`src/rtl/result_monitor.sv`:
```
// rtl/result_monitor.sv - bus snooper that latches PASS/FAIL/TIMEOUT from writes to one result byte
module result_monitor #(
    parameter logic [15:0] RESULT_ADDR    = 16'h0042,
    parameter logic [7:0]  EXPECT         = 8'hCF,
    parameter int unsigned TIMEOUT_CYCLES = 50,
    parameter int          CNT_W          = 16
) (
    input  logic             ph2,
    input  logic             resetb,
    input  logic             start,
    input  logic [15:0]      address,
    input  logic [7:0]       data_out,
    input  logic             memwrite,
    output logic             done,
    output logic             pass,
    output logic             fail,
    output logic             timeout,
    output logic [7:0]       last_value,
    output logic [7:0]       write_count,
    output logic [CNT_W-1:0] cycles
);

    generate
        if (TIMEOUT_CYCLES == 0) begin : g_bad_timeout
            $error("result_monitor: TIMEOUT_CYCLES must be non-zero");
        end
    endgenerate

    typedef enum logic [2:0] {
        S_IDLE,
        S_ARMED,
        S_PASS,
        S_FAIL,
        S_TIMEOUT
    } state_t;

    state_t state, state_nxt;
    logic   mismatch;
    logic   hit, hit_good, expire;

    assign hit      = memwrite && (address == RESULT_ADDR);
    assign hit_good = hit && (data_out == EXPECT);
    // >= rather than == so a mis-sized counter can never strand the FSM in ARMED
    assign expire   = (cycles >= CNT_W'(TIMEOUT_CYCLES - 1));

    always_ff @(posedge ph2 or negedge resetb) begin
        if (!resetb) begin
            state <= S_IDLE;
        end else begin
            state <= state_nxt;
        end
    end

    always_comb begin
        state_nxt = state;
        case (state)
            S_IDLE: begin
                if (start) state_nxt = S_ARMED;
            end
            S_ARMED: begin
                if (start) begin
                    state_nxt = S_ARMED;
                end else if (hit_good) begin
                    state_nxt = S_PASS;
                end else if (expire) begin
                    // a wrong write landing on the expiry cycle still counts as a mismatch
                    state_nxt = (mismatch || hit) ? S_FAIL : S_TIMEOUT;
                end
            end
            default: begin
                if (start) state_nxt = S_ARMED;
            end
        endcase
    end

    always_comb begin
        pass    = (state == S_PASS);
        fail    = (state == S_FAIL);
        timeout = (state == S_TIMEOUT);
        done    = pass | fail | timeout;
    end

    always_ff @(posedge ph2 or negedge resetb) begin
        if (!resetb) begin
            cycles      <= '0;
            write_count <= '0;
            last_value  <= '0;
            mismatch    <= 1'b0;
        end else if (start) begin
            cycles      <= '0;
            write_count <= '0;
            last_value  <= '0;
            mismatch    <= 1'b0;
        end else if (state == S_ARMED) begin
            if (cycles != '1) cycles <= cycles + 1'b1;
            if (memwrite && (write_count != 8'hFF)) write_count <= write_count + 8'd1;
            if (hit) begin
                last_value <= data_out;
                if (!hit_good) mismatch <= 1'b1;
            end
        end
    end

endmodule

```
`config.mk`:
```
export PLATFORM = sky130hd
export DESIGN_NAME = result_monitor
export DESIGN_NICKNAME = d
export VERILOG_FILES = /design/src/rtl/result_monitor.sv
export SDC_FILE = /design/constraint.sdc
export NUM_CORES = 1
export LEC_CHECK = 0
export ABC_CLOCK_PERIOD_IN_PS = 4390
export CAP_MARGIN = 20
export CORE_ASPECT_RATIO = 0.6
export CORE_MARGIN = 2
export CORE_UTILIZATION = 51
export DETAILED_ROUTE_END_ITERATION = 6
export PLACE_DENSITY = 0.85
export SYNTH_ARGS = -nofsm -noshare
export SYNTH_HDL_FRONTEND = slang
export SYNTH_SLANG_ARGS = --single-unit
```
`constraint.sdc`:
```
create_clock -name ph2 -period 4.39 [get_ports ph2]
set_input_delay 0.439 -clock ph2 [delete_from_list [all_inputs] [get_ports ph2]]
set_output_delay 0.439 -clock ph2 [all_outputs]
set_load 0.02 [all_outputs]
```
==> After elaboration in Yosys (flattened, before gate mapping) <==
Cells that the tools add are included.
{ "totals": {"output_inout_bits": 36, "register_bits": 36} }
{ "classes": {"bitwise_logic": 2, "reduce_logical": 14, "mux": 19, "magnitude_cmp": 1, "add_sub_neg": 2, "n_eq_ne": 9} }
{ "op_table": {"columns": ["cell", "n"], "rows": [
  ["$mux W16", 3],
  ["$mux W8", 6],
  ["$mux W3", 6],
  ["$add A16 B1 Y16 const B", 1],
  ["$eq A16 B7 Y1 const B", 1],
  ["$ge A16 B6 Y1 const B", 1],
  ["$ne A16 B16 Y1 const B", 1],
  ["$add A8 B1 Y8 const B", 1],
  ["$eq A8 B8 Y1 const B", 1],
  ["$ne A8 B8 Y1 const B", 1],
  ["$reduce_and A2 Y1", 4],
  ["$reduce_bool A2 Y1", 4],
  ["$eq A3 B2 Y1 const B", 2],
  ["$mux W1", 4],
  ["$eq A3 B1 Y1 const B", 1],
  ["$eq A3 B3 Y1 const B", 1],
  ["$logic_and A1 B1 Y1", 3],
  ["$reduce_and A3 Y1", 1],
  ["$reduce_bool A3 Y1", 1],
  ["$ne A2 B2 Y1 const B", 1],
  ["$or A1 B1 Y1", 2],
  ["$logic_or A1 B1 Y1", 1]
]} }

==> Logic depth before layout (Yosys ltp) <==
Gate-level depths: netlist of run 1.
{ "depth": {"word_depth": 8, "depth_mapped": 6} }

==> Least setup slack after synthesis of run 1 <==
OpenSTA, ideal clock, no wires.
{ "synth_timing": {"path_type": "reg-to-reg", "startpoint": "reg cycles[0]", "endpoint": "reg cycles[12]", "period_less_slack_ns": 1.858, "stages_incl_launch_ff": 7, "setup_slack_ns": 2.532, "t_arrival_ns": 1.780, "setup_ns": 0.078, "required_ns": 4.312, "cell_sequence": "dfrtp_1 ha_1 buf_2 and3_1 nand4_2 or4_1 a21oi_1"} }
{ "synth_via": {"elab_chain_len": 4} }
{ "synth_lines": {"columns": ["item", "line", "rtl"], "rows": [
  ["start: declaration", "20", "output logic [CNT_W-1:0] cycles"],
  ["start signal: assignment", "95", "if (cycles != '1) cycles <= cycles + 1'b1;"],
  ["$add A16 B1 Y16", "95", null],
  ["$mux W16", "95", null],
  ["$mux W16", "94", "end else if (state == S_ARMED) begin"],
  ["$mux W16", "89", "end else if (start) begin"]
]} }
Parallel ways exist; a longest one is shown, timed or not. The select of a mux whose other input is x is not followed.
A chain may end at the register's enable or synchronous reset.

==> Final worst setup path of run 1 <==
{ "layout_timing": {"startpoint": "reg state[1]", "endpoint": "reg cycles[13]"} }
{ "layout_via": {"elab_chain_len": 3} }
{ "layout_lines": {"columns": ["item", "line", "rtl"], "rows": [
  ["start: declaration", "37", "state_t state, state_nxt;"],
  ["start signal: assignment", "50", "state <= state_nxt;"],
  ["$eq A3 B1 Y1", "94", null],
  ["$reduce_bool A2 Y1 (no line)", null, null],
  ["$reduce_and A2 Y1 (no line)", null, null]
]} }
Every way passes these cells.

==> results of run 1 <==
[cells in the mapped netlist (7+ instances only)]
cell type,count,share of area
sky130_fd_sc_hd__nor2b_1,8,0.023
sky130_fd_sc_hd__clkbuf_1,9,0.015
sky130_fd_sc_hd__o31ai_1,12,0.041
sky130_fd_sc_hd__nor4_1,7,0.020
sky130_fd_sc_hd__inv_1,7,0.012
sky130_fd_sc_hd__dfrtp_1,36,0.41
sky130_fd_sc_hd__mux2_1,7,0.036
sky130_fd_sc_hd__nand4_1,16,0.046
sky130_fd_sc_hd__nand2_1,14,0.024
sky130_fd_sc_hd__nand3_1,9,0.021
sky130_fd_sc_hd__nor2_1,23,0.040
sky130_fd_sc_hd__a21oi_1,17,0.039
[power by group through the flow]
stage	Sequential [W]	Combinational [W]	Clock, W
2_1_floorplan	0.000373	0.0000790	0
3_3_place_gp	0.000366	0.000153	0
3_5_place_dp	0.000367	0.000156	0
4_1_cts	0.000361	0.000157	0.000249
5_1_grt	0.000364	0.000171	0.000265
6_report	0.000361	0.000158	0.000241
[layer usage]
layer,wire length (um),share of wire,GRT usage
met4,31,0.0055,0.0606
met3,508,0.091,0.0799
met1,2650,0.47,0.345
met5,0,0,0
met2,2420,0.43,0.366
[registers in the layout (all words and copies together), names as in the netlist]
name and cells:
cycles 16, last_value 8, mismatch 1, state 3, write_count 8
[logic make-up after synthesis]
family / count (synthesis) / synth area share
DFF: 36 / 0.413
AOI/OAI and AO/OA: 54 / 0.170
xor gates and xnor gates: 2 / 0.00804
buffers and inverters: 20 / 0.0367
and+or+nand+nor: 112 / 0.294
muxes: 11 / 0.0551
adders and majority gates: 4 / 0.0230
[cell type report]
cell class,count,area [um^2],area share
tap,60,75.1,0.0256
timing repair buffer,65,646,0.220
clock buffer,8,90.1,0.0307
sequential,36,901,0.307
multi-input combinational,183,1200,0.408
inverter,7,26.3,0.00895
[critical path, cell delays in order, from the launching register on]
cell and delay, ns:
sky130_fd_sc_hd__dfrtp_1 0.47, sky130_fd_sc_hd__nor3b_4 0.71, sky130_fd_sc_hd__nand4_2 0.38, sky130_fd_sc_hd__a211oi_2 0.33, sky130_fd_sc_hd__mux2_1 0.34
[path summary, 6_finish.rpt]
path,from,endpoint,slack [ns],cells after the start
setup / recovery,state[1]$_DFFE_PN0P_,cycles[13]$_DFFE_PN0P_,2.06,4
hold / removal,mismatch$_DFFE_PN0P_,mismatch$_DFFE_PN0P_,0.53,2
setup reg to reg,state[1]$_DFFE_PN0P_,cycles[13]$_DFFE_PN0P_,2.06,4
hold reg to reg,mismatch$_DFFE_PN0P_,mismatch$_DFFE_PN0P_,0.53,2
max in group asynchronous,resetb,cycles[10]$_DFFE_PN0P_,3.50,2
min in group asynchronous,resetb,last_value[0]$_DFFE_PN0P_,0.57,2
[per-stage QoR]
stage	setup slack (ns)	hold WS, ns	total power [W]	instances	cell area [um^2]
floorplan	2.53	0.143	0.000452	239	2180
finish	2.06	0.534	0.000760	359	2940
detailed placement	2.09	0.507	0.000523	351	2850
global placement	2.14	0.495	0.000519	351	2850
global route	1.95	0.553	0.000800	359	2940
CTS	2.12	0.524	0.000767	359	2940
==> impl_summary.log, run 1 <==
[metrics] area of the die: between 4000 and 5000 um^2
[metrics] clock tree from TritonCTS: yes
[metrics] clock period minus worst slack: 2.33 ns
[metrics] initial core utilization: 0.532
[metrics] flip-flop and latch count after synthesis: 36
[metrics] via count of the first global-routing pass: 1,874
[metrics] peak fanout along the critical path: 19
[metrics] Net Count, Synth: 271
[metrics] post-synthesis area per instance: 9.12 um^2
[metrics] number of buffers inserted by post-CTS setup repair: 0
[metrics] combinational share of power: 0.208
[metrics] Clock Sinks: 36
[metrics] total net switching power: 0.000221 W
[metrics] routed vias/inst: ~6
[metrics] Arrival @ worst endpoint: 2.51 ns
[metrics] clock buffer count from CTS: 5
[metrics] Core ar.: 4100 um^2
[metrics] final wirelength: 5610 um
[metrics] total count of hold-check failures in the final report: 0
[metrics] VDD IR-drop max: 0.000202 V
[metrics] DRC viols: 0
[metrics] headroom to the max-slew limit: 0.458
[metrics] class of the most critical setup path: reg -> reg
[metrics] share of power burned in the clock network: 0.317
[metrics] sequential share of power: 0.475
[metrics] cts-stage hold buffer count: 0
[metrics] setup-violating endpoint count in the final report: 0
[metrics] commonest cells after routing, fill and taps aside: 63 x sky130_fd_sc_hd__clkdlybuf4s50_1, 36 x sky130_fd_sc_hd__dfrtp_1, 23 x sky130_fd_sc_hd__nor2_1, 17 x sky130_fd_sc_hd__a21oi_1, 16 x sky130_fd_sc_hd__nand4_1
[metrics] required time worst endpoint: 4.56 ns
[metrics] worst-margin pin slew: just over 0.8 ns
[metrics] number of diodes added for antenna fixing: 0
[metrics] sequential cell area fraction in the yosys report: 0.413
[metrics] clk root buf: sky130_fd_sc_hd__clkbuf_8
[metrics] CTS max path bufs: 2
[metrics] number of synthesized flops with an enable pin: 0
[metrics] maximum number of pins on one net before global-route repair: 54
[metrics] Sw Share: 0.290
[metrics] most common cell after layout, fill and taps aside: sky130_fd_sc_hd__clkdlybuf4s50_1
[metrics] H-tree levels: 2
[metrics] antenna-violating nets left: 0
[metrics] dominant register cell in the synthesized netlist: sky130_fd_sc_hd__dfrtp_1
[metrics] total global-route track usage: 0.245
[metrics] fraction of final layout cells with drive strength greater than 1: 0.0535
[metrics] Final period util: 0.532
[metrics] clock-pin transition on the worst setup and hold timing paths: 0.07 ns
[metrics] horizontal die dimension: just under 90 um
[metrics] total count of max-transition violations in the final report: 0
[metrics] total grt overflow: 0
[metrics] Leakage: about 1.1 nW
[metrics] HP Class: reg -> reg
[metrics] Row Count: 18
[metrics] pwr dens: between 200 and 300 nW/um^2
[metrics] post-synthesis instance area: approximately 2200 um^2
[metrics] synthesis-to-layout area growth: 34.7%
[metrics] weighted congestion reported at the end of routability-driven placement: between 0.8 and 0.9
[metrics] number of warning messages in the yosys log: 0
[metrics] first-pass GRT wire length: 8870 um
[metrics] number of inserted filler cells in the final layout: about 330
[metrics] internal power: roughly 0.00054 W
[metrics] vias: around 2,200
[metrics] buffers added on ports: 63
[metrics] post-synthesis instance total: about 240
[metrics] Max Clock Freq: between 400 and 500 MHz
[metrics] unrepaired setup endpoints after global routing: false
[metrics] Vert. Die Dim: roughly 55 um
[metrics] share of flip-flops with an asynchronous set or reset after synthesis: 1.00
[metrics] dpl hpwl: approximately 4000 um
[metrics] number of nets in the finished design: between 300 and 400
[metrics] # IOs: 64
[metrics] Fin Setup TNS: 0 ns
[metrics] Critical Path Source Type: flip-flop
[metrics] first-pass detailed-route iteration total: 4
[metrics] Post-Route Utilization: 0.716
[metrics] sort of element at the end of the critical path: flip-flop
[metrics] Netlist cell types: 44
[metrics] Worst-Skew Late Latency: just under 0.3 ns
[metrics] count of max-cap constraint violations: 0
[metrics] detailed-route wire length per cell: between 15 and 20 um
[metrics] post-cts resize count: 0
[metrics] DRT iter0 DRCs: 174
[metrics] Setup Skew: about 0.0032 ns
[metrics] result of the run: completed
[metrics] antenna violations before repair: 0
Power figures use the tool's default switching activity.
==> inputs of run 2 (changes only) <==
Settings changed: ABC_CLOCK_PERIOD_IN_PS 4390 to 2100, CORE_UTILIZATION 51 to 43, PLACE_DENSITY 0.85 to 0.77.
Clock period 4.39 ns to 2.1 ns, I/O delays scaled along.
==> impl_summary.log, run 2 (synthesis gave the netlist of run 1 again) <==
[metrics] number of inserted filler cells in the final layout: approximately 440
[metrics] Leakage: 1.20 nW
[metrics] first-pass GRT wire length: 9510 um
[metrics] total global-route track usage: 0.217
[metrics] Worst-Skew Late Latency: just under 0.3 ns
[metrics] antenna violations before repair: 0
[metrics] critical path launch point: state[2]$_DFFE_PN0P_
[metrics] clk root buf: sky130_fd_sc_hd__clkbuf_8
[metrics] logic depth of the worst register-to-register path: 3
[metrics] Core ar.: ~5000 um^2
[metrics] first-pass detailed-route iteration total: 4
[metrics] number of diodes added for antenna fixing: 0
[metrics] horizontal die dimension: around 96 um
[metrics] register name with the most flops: cycles
[metrics] routed vias/inst: approximately 5.7
[metrics] worst-margin pin slew: roughly 0.64 ns
[metrics] number of nets in the finished design: around 340
[metrics] Crit Reg-Reg Startpoint: state[1]$_DFFE_PN0P_
[metrics] clock tree from TritonCTS: yes
[metrics] maximum number of pins on one net before global-route repair: 38
[metrics] antenna-violating nets left: 0
[metrics] clock-pin transition on the worst setup and hold timing paths: ~0.07 ns
[metrics] final wirelength: 5730 um
[metrics] cts-stage hold buffer count: 0
[metrics] Arrival @ worst endpoint: around 1.8 ns
[metrics] sort of element at the end of the critical path: primary output
[metrics] clock buffer count from CTS: 5
[metrics] fraction of final layout cells with drive strength greater than 1: 0.0903
[metrics] buffers added on ports: 63
[metrics] Final period util: 0.936
[metrics] via count of the first global-routing pass: between 1,500 and 2,000
[metrics] H-tree levels: 2
[metrics] area of the die: ~5700 um^2
[metrics] # IOs: between 60 and 70
[metrics] clock period minus worst slack: 1.97 ns
[metrics] end of the worst register-to-register path: cycles[0]$_DFFE_PN0P_
[metrics] unrepaired setup endpoints after global routing: false
[metrics] Row Count: 20
[metrics] headroom to the max-slew limit: 0.570
[metrics] Critical Path Source Type: flip-flop
[metrics] number of buffers inserted by post-CTS setup repair: 0
[metrics] HP Class: in -> async
[metrics] number of flip-flops under the largest register name: 16
[metrics] total count of max-transition violations in the final report: 0
[metrics] vias: 2,144
[metrics] initial core utilization: 0.438
[metrics] count of max-cap constraint violations: 0
[metrics] DRC viols: 0
[metrics] minimum setup slack among reg-to-reg paths: approximately 0.20 ns
[metrics] dpl hpwl: between 4000 and 5000 um
[metrics] detailed-route wire length per cell: 15.2 um
[metrics] Setup WS post-layout: between 0.1 and 0.15 ns
[metrics] Max Clock Freq: 508 MHz
[metrics] post-cts resize count: 0
[metrics] CTS max path bufs: 2
[metrics] Fin Setup TNS: 0 ns
[metrics] most common cell after layout, fill and taps aside: sky130_fd_sc_hd__clkdlybuf4s50_1
[metrics] Vert. Die Dim: 59.2 um
[metrics] worst slack after detailed placement: about 0.11 ns
[metrics] Clock Sinks: 36
[metrics] result of the run: completed
[metrics] synthesis-to-layout area growth: 39.2%
[metrics] class of the most critical setup path: reg -> out
[metrics] Setup Skew: 0.00427 ns
[metrics] total count of hold-check failures in the final report: 0
[metrics] setup-violating endpoint count in the final report: 0
[metrics] total grt overflow: 0
[metrics] required time worst endpoint: around 1.9 ns
[metrics] DRT iter0 DRCs: between 100 and 150
[metrics] peak fanout along the critical path: 4
[metrics] commonest cells after routing, fill and taps aside: 63 x sky130_fd_sc_hd__clkdlybuf4s50_1, 36 x sky130_fd_sc_hd__dfrtp_1, 23 x sky130_fd_sc_hd__nor2_1, 17 x sky130_fd_sc_hd__a21oi_1, 16 x sky130_fd_sc_hd__nand4_1
[metrics] largest registers: cycles (16), last_value (8), write_count (8)
[metrics] VDD IR-drop max: approximately 0.00035 V
[metrics] pwr dens: 524 nW/um^2
[metrics] weighted congestion reported at the end of routability-driven placement: 0.814
==> run 2: cell types whose count changed in the layout (fill, tap and decap cells not counted) <==
cell | previous run | this run
sky130_fd_sc_hd__buf_12 | 0 | 1
sky130_fd_sc_hd__buf_4 | 2 | 13
sky130_fd_sc_hd__clkbuf_1 | 2 | 1
sky130_fd_sc_hd__clkbuf_8 | 6 | 5
sky130_fd_sc_hd__clkinv_2 | 0 | 1
==> run 2: metal layers <==
metal	vias up	routed length (um)	track usage
li1	1058	-	-
met2	81	2380	0.313
met3	3	394	0.0445
met4	0	21	0.0469
met1	1002	2930	0.337
met5	-	0	0
==> run 2: cell type report <==
type / count / area (um^2) / share of cell area
multi-input cells: 183 / 1200 / 0.395
flip-flops and latches: 36 / 901 / 0.297
repair buffers: 77 / 748 / 0.247
well taps: 66 / 82.6 / 0.0272
clock buffers: 6 / 72.6 / 0.0239
inverters: 7 / 26.3 / 0.00866
clock inverters: 1 / 5.00 / 0.00165
==> run 2: worst max path at each step <==
stage | endpoint
after global placement | state[1]$_DFFE_PN0P_
after floorplan | cycles[12]$_DFFE_PN0P_
final | done
after CTS | done
after detailed placement | last_value[6]$_DFFE_PN0P_
after global routing | done
==> run 2: where the power goes <==
group	switching [W]	internal, W
combinational	0.000190	0.000168
sequential	0.0000411	0.000715
clock	0.000249	0.000226
==> run 2: through the flow <==
stage          std cells  cell area (um^2)   util  power [W]  hold WS (ns)
2_1_floorplan        239              2180      -   0.000944       -0.0856
3_3_place_gp         369              2960  0.594    0.00112         0.505
3_5_place_dp         369              2960  0.594    0.00112         0.496
4_1_cts              376              3030  0.609    0.00160         0.372
5_1_grt              376              3030  0.609    0.00167         0.428
6_report             376              3030  0.609    0.00159         0.351
==> run 2: critical path: stages, from the launching register on <==
cell and delay [ns]:
sky130_fd_sc_hd__dfrtp_1 0.41, sky130_fd_sc_hd__inv_1 0.10, sky130_fd_sc_hd__nor3_1 0.23, sky130_fd_sc_hd__nand2b_1 0.13, sky130_fd_sc_hd__clkdlybuf4s50_1 0.59
==> inputs of run 3 (changes only) <==
Settings changed: CORE_UTILIZATION 43 to 57, DONT_BUFFER_PORTS from default to 1, PLACE_DENSITY 0.77 to 0.75.
==> impl_summary.log, run 3 (synthesis gave the netlist of run 1 again) <==
[metrics] VDD IR-drop max: between 0.0004 and 0.0005 V
[metrics] Row Count: 17
[metrics] Final Instance Count excl. Fillers: a little over 300
[metrics] commonest cells after routing, fill and taps aside: 36 x sky130_fd_sc_hd__dfrtp_1, 23 x sky130_fd_sc_hd__nor2_1, 18 x sky130_fd_sc_hd__buf_4, 17 x sky130_fd_sc_hd__a21oi_1, 16 x sky130_fd_sc_hd__nand4_1
[metrics] clock-pin transition on the worst setup and hold timing paths: ~0.070 ns
[metrics] family with the most delay on the worst path: simple AND/OR/NAND/NOR gates
[metrics] DRC viols: 0
[metrics] via count of the first global-routing pass: 1,875
[metrics] first-pass GRT wire length: ~9100 um
[metrics] clock period minus worst slack: about 1.9 ns
[metrics] count of max-cap constraint violations: 0
[metrics] total count of hold-check failures in the final report: 0
[metrics] setup-violating endpoint count in the final report: 0
[metrics] routed vias/inst: approximately 6.6
[metrics] Setup Skew: about 0.012 ns
[metrics] critical path launch point: cycles[0]$_DFFE_PN0P_
[metrics] worst-margin pin slew: ~0.84 ns
[metrics] register name with the most flops: cycles
[metrics] HP Start: start
[metrics] number of flip-flops under the largest register name: 16
[metrics] dpl hpwl: 3920 um
[metrics] Arrival @ worst endpoint: around 2.1 ns
[metrics] weighted congestion reported at the end of routability-driven placement: ~0.83
[metrics] Crit Reg-Reg Startpoint: cycles[0]$_DFFE_PN0P_
[metrics] metal3 WL: approximately 550 um
[metrics] buffers added on ports: 0
[metrics] Clock Sinks: 36
[metrics] number of nets in the finished design: approximately 290
[metrics] sort of element at the end of the critical path: flip-flop
[metrics] peak fanout along the critical path: 7
[metrics] horizontal die dimension: around 84 um
[metrics] # IOs: between 60 and 70
[metrics] vias: between 1,500 and 2,000
[metrics] Critical Path Source Type: flip-flop
[metrics] largest stage delay on the critical path: about 0.48 ns
[metrics] fraction of final layout cells with drive strength greater than 1: 0.133
[metrics] CTS max path bufs: 2
[metrics] antenna-violating nets left: 0
[metrics] Vert. Die Dim: approximately 52 um
[metrics] most common cell after layout, fill and taps aside: sky130_fd_sc_hd__dfrtp_1
[metrics] slowest cell on the critical path: sky130_fd_sc_hd__dfrtp_1
[metrics] number of diodes added for antenna fixing: 0
[metrics] Final period util: 0.907
[metrics] first-pass detailed-route iteration total: 4
[metrics] post-cts resize count: 0
[metrics] clk root buf: sky130_fd_sc_hd__clkbuf_8
[metrics] maximum number of pins on one net before global-route repair: 37
[metrics] Post-Route Utilization: 0.673
[metrics] class of the most critical setup path: reg -> reg
[metrics] H-tree levels: 2
[metrics] pwr dens: approximately 630 nW/um^2
[metrics] Fin Setup TNS: 0 ns
[metrics] total grt overflow: 0
[metrics] synthesis-to-layout area growth: 13.0%
[metrics] area of the die: roughly 4400 um^2
[metrics] overall power: between 0.0015 and 0.002 W
[metrics] length of routed met2 wiring: 2520 um
[metrics] antenna violations before repair: 0
[metrics] Max Clock Freq: between 500 and 600 MHz
[metrics] M1 WL: roughly 2600 um
[metrics] clock tree from TritonCTS: yes
[metrics] Worst-Skew Late Latency: around 0.30 ns
[metrics] Core ar.: between 3000 and 4000 um^2
[metrics] cell-by-cell listing of the critical path: ha_1 > and3_1 > nand4_2 > or4_1 > a21oi_1
[metrics] total count of max-transition violations in the final report: 0
[metrics] HP Class: in -> reg
[metrics] headroom to the max-slew limit: 0.437
[metrics] number of buffers and inverters on the critical path: 0
[metrics] initial core utilization: 0.596
[metrics] total global-route track usage: 0.273
[metrics] largest registers: cycles (16), last_value (8), write_count (8)
[metrics] result of the run: completed
[metrics] required time worst endpoint: between 2 and 2.5 ns
[metrics] final wirelength: between 5000 and 6000 um
[metrics] DRT iter0 DRCs: between 100 and 150
[metrics] Placed Cells incl. Taps: 291
[metrics] number of buffers inserted by post-CTS setup repair: 0
[metrics] Leakage: about 1 nW
[metrics] unrepaired setup endpoints after global routing: false
[metrics] max layer used: met4
[metrics] detailed-route wire length per cell: 18.9 um
[metrics] clock buffer count from CTS: 5
[metrics] post-layout instance area: 2460 um^2
[metrics] placed cell areas: about 2300 um^2
## run 3: cell count changes in the layout (fill, tap and decap cells not counted), sizes merged
cell,before,now
buf,14,19
clkbuf,6,7
clkdlybuf4s50,63,0
clkinv,1,0
clkinvlp,0,1
dlygate4sd3,0,3
## run 3: layout make-up
class	count	area, um^2
inverter	7	26.3
multi-input combinational	183	1200
sequential	36	901
tap	47	58.8
clock buffer	7	86.3
timing repair buffer	22	185
fill	310	1190
clock inverter	1	7.51
## run 3: path summary, 6_finish.rpt
kind / to / slack, ns / depth (start not counted)
max reg2reg: cycles[14]$_DFFE_PN0P_ / 0.19 / 5
max in group asynchronous: cycles[0]$_DFFE_PN0P_ / 1.53 / 2
min reg2reg: mismatch$_DFFE_PN0P_ / 0.54 / 2
max: cycles[14]$_DFFE_PN0P_ / 0.19 / 5
min in group asynchronous: cycles[6]$_DFFE_PN0P_ / 0.38 / 2
min: state[2]$_DFFE_PN0P_ / 0.01 / 1
## run 3: where the power goes
group / switching, W / internal, W / leakage, nW
logic: 0.000174 / 0.000109 / 0.478
registers: 0.0000361 / 0.000715 / 0.496
clock network: 0.000258 / 0.000267 / 0.0445
## run 3: stage by stage
step / hold slack, ns / setup WS (ns)
global placement: -0.0851 / 0.317
CTS: 0.00284 / 0.229
global route: 0.0197 / 0.0656
floorplan: -0.0856 / 0.242
detailed placement: -0.0851 / 0.245
finish: 0.0130 / 0.195
## run 3: worst reg2reg max path, cell delays in order (launching register included)
cell,delay (ns)
sky130_fd_sc_hd__dfrtp_1,0.48
sky130_fd_sc_hd__ha_1,0.29
sky130_fd_sc_hd__and3_1,0.25
sky130_fd_sc_hd__nand4_2,0.20
sky130_fd_sc_hd__or4_1,0.45
sky130_fd_sc_hd__a21oi_1,0.16
## run 3: routing by layer
metal / GRT usage / vias to the layer above
li1: - / 944
met1: 0.366 / 961
met2: 0.413 / 76
met3: 0.100 / 5
met4: 0.0941 / 0
met5: 0 / -
## run 3: repair_timing
item	in CTS	in global routing
hold buffers	3	1
hold endpoints to repair	56	1
endpoints found under the setup margin	0	0
==> RTL edit 1: new RTL, flow settings as in run 2 <==
Reset style: synchronous (`resetb`), changed in 2 clocked blocks.
--- a/src/rtl/result_monitor.sv
+++ b/src/rtl/result_monitor.sv
@@ -45,3 +45,3 @@
 
-    always_ff @(posedge ph2 or negedge resetb) begin
+    always_ff @(posedge ph2) begin
         if (!resetb) begin
@@ -82,3 +82,3 @@
 
-    always_ff @(posedge ph2 or negedge resetb) begin
+    always_ff @(posedge ph2) begin
         if (!resetb) begin
Behaviour: differs if resetb is asserted again (counterexample within 4 cycles, from zero or initial values and one cycle with resetb low); with resetb held inactive, the same outputs for 10 cycles.
==> RTL edit 1 against run 2 <==
Setup slack improved by 0.053 ns; utilization increased by 3.3 points; wire length down 23%; area after synthesis fell by 18%; via count fell by 22%; synthesized cell count down 15%; non-clock buffer count shrank 7; sequential cell count stayed put; largest cell class unchanged; cell area fell by 14%.
Power is not compared: it rests on default switching activity, and its combinational part moved more than twofold at a synthesized area within 25%.
==> RTL edit 1: results (changes against run 2) <==
* Commonest cells post-synth: 37 x nor2_1, 36 x dfxtp_1, 15 x nand2_1, 13 x xnor2_1
* Non-clock buffers, area share at 26.2% (+1.6 points)
* Status: completed
* Slowest cell on the critical path: nor4b_1
* Sequential area share after synthesis at 40.2% (-1.2 points)
* Placed Area at 2520 µm² (-15%)
* Mapped Cells at 203 (-15%)
* Largest net degree at the start of global routing at 36 (-5.3%)
* Async set-reset flop share out of synthesis at 0% (-100 points)
* Vias in the first global route at 1535 (-20%)
* Placed Instances at 318 (-14%)
* Number of non-clock buffers at 70 (-9.1%)
* Final Wtd Congestion at 0.910 (+12%)
* Final nets at 307 (-10%)
* Worst hold path class: flop to flop
* Routed vias at 1663 (-22%)
* Worst-margin pin slew at 0.488 ns (-0.151 ns)
* DP HPWL at 3280 µm (-22%)
* Critical R2R Launch: cycles[0]
* Multi-input gate count at 155 (-15%)
* Share of cells above drive strength 1 at 8.00% (-1.0 points)
* Post-synthesis cell type count at 39 (-11%)
* Min Tclk post-route at 1.91 ns (-0.0529 ns)
* Post-synthesis compound-gate area fraction at 8.30% (-8.7 points)
* CP top delay family: simple AND/OR/NAND/NOR gates
* Worst path max stage delay at 0.41 ns (-0.18 ns)
* Fraction of area in multi-input gates at 39.7% (+0.19 points)
* Core Util, Final at 64.2% (+3.3 points)
==> RTL edit 1: cell count changes after synthesis, sizes merged, moves of 6 or more <==
cell and change:
nor2b -7, o31ai -11, a21oi -9, nor2 +14
xnor2 +13, mux2 -7, mux2i +7, nand4 -8
clkbuf -6, dfrtp -36, dfxtp +36
==> RTL edit 1: layer usage <==
metal  vias up  track usage, %  share of wire (%)
li1        856               -                  -
met1       752            28.3                 53
met2        53            30.2                 40
met3         2            7.82                7.0
met4         0            4.10               0.18
met5         -               0                  0
==> RTL edit 1: worst min-delay path: stages, from the launching register on <==
cell and delay [ns]:
dfxtp_1 0.33, mux2i_1 0.07, nor2_1 0.07
==> RTL edit 1: kinds of logic (layout without fill, tap and decap cells) <==
family	Yosys count	count (layout)
xor+xnor	19	19
flops	36	36
buf+inv	12	84
compound gates	19	19
simple gates	102	102
fa+ha+maj	4	4
mux	11	11
==> RTL edit 2: new RTL, settings of run 2 <==
Made on the original files. The parameter `CNT_W` goes from 16 to 14.
--- a/src/rtl/result_monitor.sv
+++ b/src/rtl/result_monitor.sv
@@ -5,3 +5,3 @@
     parameter int unsigned TIMEOUT_CYCLES = 50,
-    parameter int          CNT_W          = 16
+    parameter int          CNT_W          = 14
 ) (
Ports: changed (resized cycles); port bits go from 64 to 62. The function was not compared with the original's and may differ.
==> RTL edit 2 against run 2 <==
Clock power rose by 6.3%; wire length fell by 17%; setup slack got worse by 0.035 ns; power rose by 16%; hold slack got worse by 0.055 ns; sequential cell count fell by 2; area after synthesis fell by 18%; combinational power rose by 65%; non-clock buffer count rose by 2; final cell count fell by 16%; via count fell by 21%; cell area fell by 12%; utilization rose by 5.2 points; critical endpoint is now state[1].
==> RTL edit 2: results (changes against run 2) <==
* Status: completed
* M1 WL at 2300 µm (-22%)
* Post-synthesis cell type count at 38 (-14%)
* Crit path from: data_out[6]
* Fraction of area in multi-input gates at 33.2% (-6.3 points)
* Adder-Cell Fraction of Synth Area at 2.81% (+0.51 points)
* Multi-input gate count at 136 (-26%)
* Met2 wire length at 2120 µm (-11%)
* Main area contributors after synthesis: dfrtp_1 48%, xnor2_1 6.4%, nor2_1 5.9%
* Clock Skews at 0.00379 ns (-0.000481 ns)
* Number of sequential cells at 34 (-5.6%)
* Final nets at 295 (-14%)
* Critical path data arrival time at 2.18 ns (+0.42 ns)
* Max Fclk at 499 MHz (-1.8%)
* Worst-margin pin slew at 0.670 ns (+0.0313 ns)
* Mux contribution to synthesized area at 1.12% (-4.4 points)
* Routed wire length at 4760 µm (-17%)
* Share of cells above drive strength 1 at 12.1% (+3.1 points)
* Slowest cell on the critical path: clkdlybuf4s50_1
* Largest net degree at the start of global routing at 24 (-37%)
* Final Wtd Congestion at 0.826 (+1.4%)
* Worst setup endpoint: state[1]
* Number of non-clock buffers at 79 (+2.6%)
* Leak pwr at 1.11 nW (-7.9%)
* Reg2Reg Depth at 7 (+4)
* Worst path max stage delay at 0.49 ns (-0.10 ns)
* Clock buf/inv share at 3.41% (+0.85 points)
* Maximum VDD drop at 0.000715 V (+100%)
* Xor/xnor cell area share of the yosys netlist at 8.85% (+8.0 points)
* Fillers at 330 (-24%)
* First-pass GRT wire length at 7710 µm (-19%)
* Critical R2R Launch: cycles[0]
* Sequential area share after synthesis at 47.8% (+6.4 points)
* Buffers on Ports at 61 (-3.2%)
* Post-CTS Setup Inserts at 0 (unchanged)
* Wire length on met3 at 262 µm (-34%)
* Post-synthesis compound-gate area fraction at 11.8% (-5.2 points)
* Clock power frac at 27.5% (-2.4 points)
* Routed vias at 1700 (-21%)
* Commonest cells post-synth: 34 x dfrtp_1, 28 x nor2_1, 13 x xnor2_1, 11 x nand2_1, 11 x nor4_1
* Dpl ws at -0.141 ns (-0.254 ns)
* DP HPWL at 3490 µm (-17%)
* Net switching power at 0.566 mW (+18%)
* Synth Net Count at 214 (-21%)
* Vias in the first global route at 1559 (-19%)
* Seq/total area at 31.8% (+2.1 points)
* Top flop regs: cycles: 14 flops, last_value: 8 flops, write_count: 8 flops
* CP top delay family: simple AND/OR/NAND/NOR gates
* Combinational power at 0.589 mW (+65%)
* Non-clock buffers, area share at 28.3% (+3.6 points)
* Clkbuf count at 7 (+1)
* 1st-iter DRT viols at 75 (-49%)
* Overall global routing resource usage at 22.4% (+0.63 points)
## RTL edit 2: cell types whose count changed after synthesis, moves of 5 or more
cell,before,now
a21oi_1,17,3
a22o_1,0,8
clkbuf_1,9,4
mux2_1,7,0
nand4_1,16,6
nor2_1,23,28
nor2b_1,8,0
o31ai_1,12,0
xnor2_1,0,13
## RTL edit 2: stage by stage
stage / area (µm²) / power [mW] / hold WS, ns / std cells / utilization [%]
after CTS: 2660 / 1.81 / 0.310 / 312 / 65.6
after floorplan: 1780 / 1.04 / -0.0856 / 182 / -
after global placement: 2570 / 1.29 / 0.494 / 304 / 63.4
after global routing: 2680 / 1.95 / 0.328 / 314 / 66.1
after detailed placement: 2570 / 1.30 / 0.490 / 304 / 63.4
final: 2680 / 1.84 / 0.296 / 314 / 66.1
## RTL edit 2: routing by layer
metal  vias to the layer above  track usage, %
met5                         -               0
met4                         0            7.69
met3                         9            6.29
met2                        52            31.0
met1                       817            33.3
li1                        822               -
